## src/rtl/vga_char_sink.sv

```systemverilog
// Video-side sink for CPU character writes: edge-captures videoflag into a small FIFO,
// drains it into the framebuffer write port around fb_busy, and runs full-screen clears.
module vga_char_sink #(
  parameter int          DEPTH      = 8,
  parameter int          COLS       = 40,
  parameter int          ROWS       = 30,
  parameter int          ADDR_W     = 11,
  parameter logic [15:0] CLEAR_CHAR = 16'h0000
) (
  input  logic                       wire_clock,
  input  logic                       wire_reset,
  input  logic                       videoflag,
  input  logic [15:0]                bus_vga_pos,
  input  logic [15:0]                bus_vga_char,
  input  logic                       clear_req,
  input  logic                       fb_busy,
  output logic                       fb_we,
  output logic [ADDR_W-1:0]          fb_addr,
  output logic [15:0]                fb_data,
  output logic                       clearing,
  output logic [$clog2(DEPTH):0]     fifo_count,
  output logic [7:0]                 drop_count
);
  localparam int CW    = $clog2(DEPTH) + 1;
  localparam int PW    = $clog2(DEPTH);
  localparam int NCELL = COLS * ROWS;

  typedef struct packed {
    logic [ADDR_W-1:0] pos;
    logic [15:0]       chr;
  } wr_req_t;

  typedef enum logic {IDLE, CLEAR} state_t;

  wr_req_t           mem [DEPTH];
  wr_req_t           req;
  logic [PW-1:0]     wr_ptr, rd_ptr;
  logic              vf_q;
  state_t            state;
  logic [ADDR_W-1:0] clr_cnt;

  logic push_req, pos_ok, flush, pop, full, push_acc, drop;

  always_comb begin
    req.pos  = bus_vga_pos[ADDR_W-1:0];
    req.chr  = bus_vga_char;
    push_req = videoflag & ~vf_q;
    pos_ok   = bus_vga_pos < 16'(NCELL);
    flush    = (state == IDLE) & clear_req;
    // a clear request owns the cycle, so no pop competes with the flush
    pop      = (state == IDLE) & ~clear_req & (fifo_count != '0) & ~fb_busy;
    full     = fifo_count == CW'(DEPTH);
    push_acc = push_req & pos_ok & (flush | ~full | pop);
    drop     = push_req & ~push_acc;
  end

  // storage carries no reset; occupancy is tracked by the pointers and count
  always_ff @(posedge wire_clock) begin
    if (push_acc) mem[flush ? '0 : wr_ptr] <= req;
  end

  always_ff @(posedge wire_clock) begin
    if (wire_reset) begin
      vf_q       <= 1'b0;
      wr_ptr     <= '0;
      rd_ptr     <= '0;
      fifo_count <= '0;
      drop_count <= '0;
      state      <= IDLE;
      clr_cnt    <= '0;
      clearing   <= 1'b0;
      fb_we      <= 1'b0;
      fb_addr    <= '0;
      fb_data    <= '0;
    end else begin
      vf_q <= videoflag;
      if (drop && drop_count != 8'hFF) drop_count <= drop_count + 8'd1;

      if (flush) begin
        wr_ptr     <= PW'(push_acc);
        rd_ptr     <= '0;
        fifo_count <= CW'(push_acc);
      end else begin
        wr_ptr     <= wr_ptr + PW'(push_acc);
        rd_ptr     <= rd_ptr + PW'(pop);
        fifo_count <= fifo_count + CW'(push_acc) - CW'(pop);
      end

      fb_we <= 1'b0;
      case (state)
        IDLE: begin
          if (clear_req) begin
            state    <= CLEAR;
            clr_cnt  <= '0;
            clearing <= 1'b1;
          end else begin
            // clearing drops one cycle after the final clear write appears
            clearing <= 1'b0;
            if (pop) begin
              fb_we   <= 1'b1;
              fb_addr <= mem[rd_ptr].pos;
              fb_data <= mem[rd_ptr].chr;
            end
          end
        end
        CLEAR: begin
          if (!fb_busy) begin
            fb_we   <= 1'b1;
            fb_addr <= clr_cnt;
            fb_data <= CLEAR_CHAR;
            clr_cnt <= clr_cnt + 1'b1;
            if (clr_cnt == ADDR_W'(NCELL - 1)) state <= IDLE;
          end
        end
        default: state <= IDLE;
      endcase
    end
  end
endmodule
```

## config.mk

```make
export PLATFORM = sky130hd
export DESIGN_NAME = vga_char_sink
export DESIGN_NICKNAME = d
export VERILOG_FILES = /design/src/rtl/vga_char_sink.sv
export SDC_FILE = /design/constraint.sdc
export NUM_CORES = 1
export LEC_CHECK = 0
export CORE_ASPECT_RATIO = 0.5
export CORE_UTILIZATION = 51
export CTS_BUF_LIST = sky130_fd_sc_hd__clkbuf_8
export DETAILED_ROUTE_END_ITERATION = 8
export PLACE_DENSITY_LB_ADDON = 0.08
export SYNTH_ARGS = -nofsm -noshare
export SYNTH_HDL_FRONTEND = slang
export SYNTH_SLANG_ARGS = --single-unit
```

## constraint.sdc

```tcl
create_clock -name wire_clock -period 5.99 [get_ports wire_clock]
set_input_delay 0.599 -clock wire_clock [delete_from_list [all_inputs] [get_ports wire_clock]]
set_output_delay 0.599 -clock wire_clock [all_outputs]
set_load 0.005 [all_outputs]
```

==> impl_metrics.ini <==
[status]
status = finished, final reports clean

[cts]
cts_root_buffer = clkbuf_8
cts_max_path_buffers = 3
cts_buffers = 39
clkTransAtPathRegs_ps = 70
h-tree-depth = 2
clkLatencyLatePin_ps = 530
post_cts_buffers = 0
cts_tree = built
cts_resized = 0
cts_sinks = 276
cts_hold_buf = 0

[logic_synthesis]
synthXorXnorAreaFrac_pct = 0.481
synth-seq-cells = 276
syn_area_mm2 = 0.0109
yosys.area.top_type = edfxtp_1
synthCells = 649
synth_compound_area_share_pct = 4.32
synth_area_per_cell_um2 = 16.8
synth_warnings = 0
synth.top_cell.area_share_pct = 59.4
synth_area_leaders = edfxtp_1, dfxtp_1, mux4_2
seq_area_frac_synth_pct = 70.4
synth.mux.area_fraction_pct = 14.3
synth-simple-area-share_pct = 6.52
synth_top_family_by_area = multiplexers
synthArstFlopShare_pct = 0
synth_edf_count = 216
synthFlopType = edfxtp_1
synth_fa_ha_area_share_pct = 1.44
synthesis.nets = 698
synth.distinct_cells = 49

[critical_path]
path_cells = clkdlybuf4s50_1 -> a211o_1 -> o21ai_0 -> and2_1 -> nand2_2 -> inv_2 -> nand3_2 -> nor3_4 -> buf_4
critPathMaxStageDelay_ps = 570
cp-end-kind = register
worstPathMaxFanout = 27
critPathLaunchType = primary input
crit-reg2reg-launch = state
critPathArrivalTime_ps = 3200
worstPathRequired_ps = 6150
critPathSlowestCell = clkdlybuf4s50_1
path_class = in2reg
reg2reg_depth = 10
crit_start = bus_vga_pos[9]
rrSetupSlack_ps = 3210

[finish]
drive_gt1_share_pct = 17.6
nFillCells = 1585
final_net_count = 797
antenna_cells = 0
layout.cells.non_filler = 1052
final_cell_mix = edfxtp_1, clkdlybuf4s50_1, nor2_1
area_growth_pct = 16.7
final_common_cell = edfxtp_1

[floorplanning]
rows = 37
die_h_um = 105
initial_utilization_pct = 52.6
io_pins = 78
die_area_mm2 = 0.0220
core-area_mm2 = 0.0207
die_x_um = 209

[placed_design]
dpl.cell_count = 980
gp_congestion = 0.783
port_buffers = 77
dp_hpwl_mm = 12.3

[worst_hold_path]
hp-class = reg2reg
min-delay-start = fb_addr[8]
min_path_cells = 2

[timing]
hold_violations = 0
finalCritPeriodShare_pct = 50.7
rsz0062_at_grt = no
max_clock_freq_ghz = 0.329
slew_viol_final = 0
tightest_slew_ps = 972
max_slew_margin_pct = 35.1
fin_hold_ws_ps = 458
setup-violations-final = 0
fin_crit_ps = 3040
skew_ps = 21.2
setup_tns_ps = 0

[drt]
avgRoutedWirePerCell_um = 20.4
vias = 5814
drt_first_pass_iters = 4
drt_iter0_drc = 383
via_per_inst = 5.53
antenna_left = 0
drc = 0
routed_wl_mm = 21.4

[power]
vdd_ir_drop_max_mv = 0.138
power.density_mw_per_mm2 = 286
power.leakage_uw = 0.00409

[global_route]
grt.busiest_layer = met2
antenna_found_initial = 0
grtUsageTotal_pct = 20.1
gr-usage-met1_pct = 30.0
grt_pass1_vias = 5946
gr-total-overflow = 0
grt_max_degree = 59
gr-usage-met3_pct = 4.44
grt_pass1_wl_mm = 33.5
grt_use_met2_pct = 30.3

[run]
cap_viol_max_count = 0
==> power by group <==
group	switching [uW]	internal [uW]	total, uW	leakage, uW
registers	7.37	2070	2070	0.00243
clock network	697	773	1470	0.000456
logic	56.2	44.0	100	0.00120
total	761	2880	3640	0.00409
==> path summary, 6_finish.rpt <==
check,end
setup / recovery,mem[4][9]
hold reg to reg,fb_addr[8]
hold / removal,fb_addr[8]
setup reg to reg,fifo_count[2]
==> stage by stage <==
stage          cell area [um2]  setup slack (ps)  power (uW)  util (%)
4_1_cts                  12700              3020        3690      61.4
3_5_place_dp             11900              2480        2220      57.6
5_1_grt                  12700              2930        3770      61.4
3_3_place_gp             11900              2570        2210      57.6
6_report                 12700              2950        3640      61.4
2_1_floorplan            10900              1320        2150         -
==> cell type report <==
type                            instances  area [um2]  area share (%)
Timing Repair Buffer                   91         871            6.84
Inverter                               11        41.3           0.324
Multi-Input combinational cell        329        2990            23.5
Clock inverter                         24         133            1.04
Tap cell                              273         342            2.68
Clock buffer                           48         661            5.19
Sequential cell                       276        7690            60.4
==> sequential cells by signal, summed over array words and instances (netlist names) <==
name and flops:
fb_addr 11, vf_q 1, clearing 1, fifo_count 4, drop_count 8, rd_ptr 3, mem 216, state 1
clr_cnt 11, fb_we 1, fb_data 16, wr_ptr 3
==> cells in the mapped netlist (5+ instances only) <==
cell type,count
a211o_1,5
a211oi_1,5
a21oi_1,19
a221oi_1,6
a31oi_1,18
and2_1,5
and3_1,7
buf_2,10
clkbuf_1,11
dfxtp_1,60
edfxtp_1,216
ha_1,11
inv_1,9
mux2i_1,43
mux4_2,47
nand2_1,15
nand2b_1,12
nand3_1,7
nor2_1,73
nor2b_1,9
xnor2_1,6
==> per-layer routing <==
| metal | up-vias | routed length [um] |
|---|---|---|
| met5 | - | 0 |
| met4 | 0 | 310 |
| met3 | 30 | 1870 |
| met2 | 176 | 9590 |
| met1 | 2878 | 9660 |
| li1 | 2730 | - |
==> kinds of logic after synthesis <==
group                      Yosys count
xor gates and xnor gates             6
and+or+nand+nor                    147
muxes                               95
AOI/OAI and AO/OA                   69
adders and majority gates           12
DFF                                276
buffers and inverters               44
==> critical path, delay by kind of cell <==
kind            cells  cell delay, ps
compound gates      2             780
buf+inv             3            1070
simple gates        4             720
(Power assumes the default switching activity.)
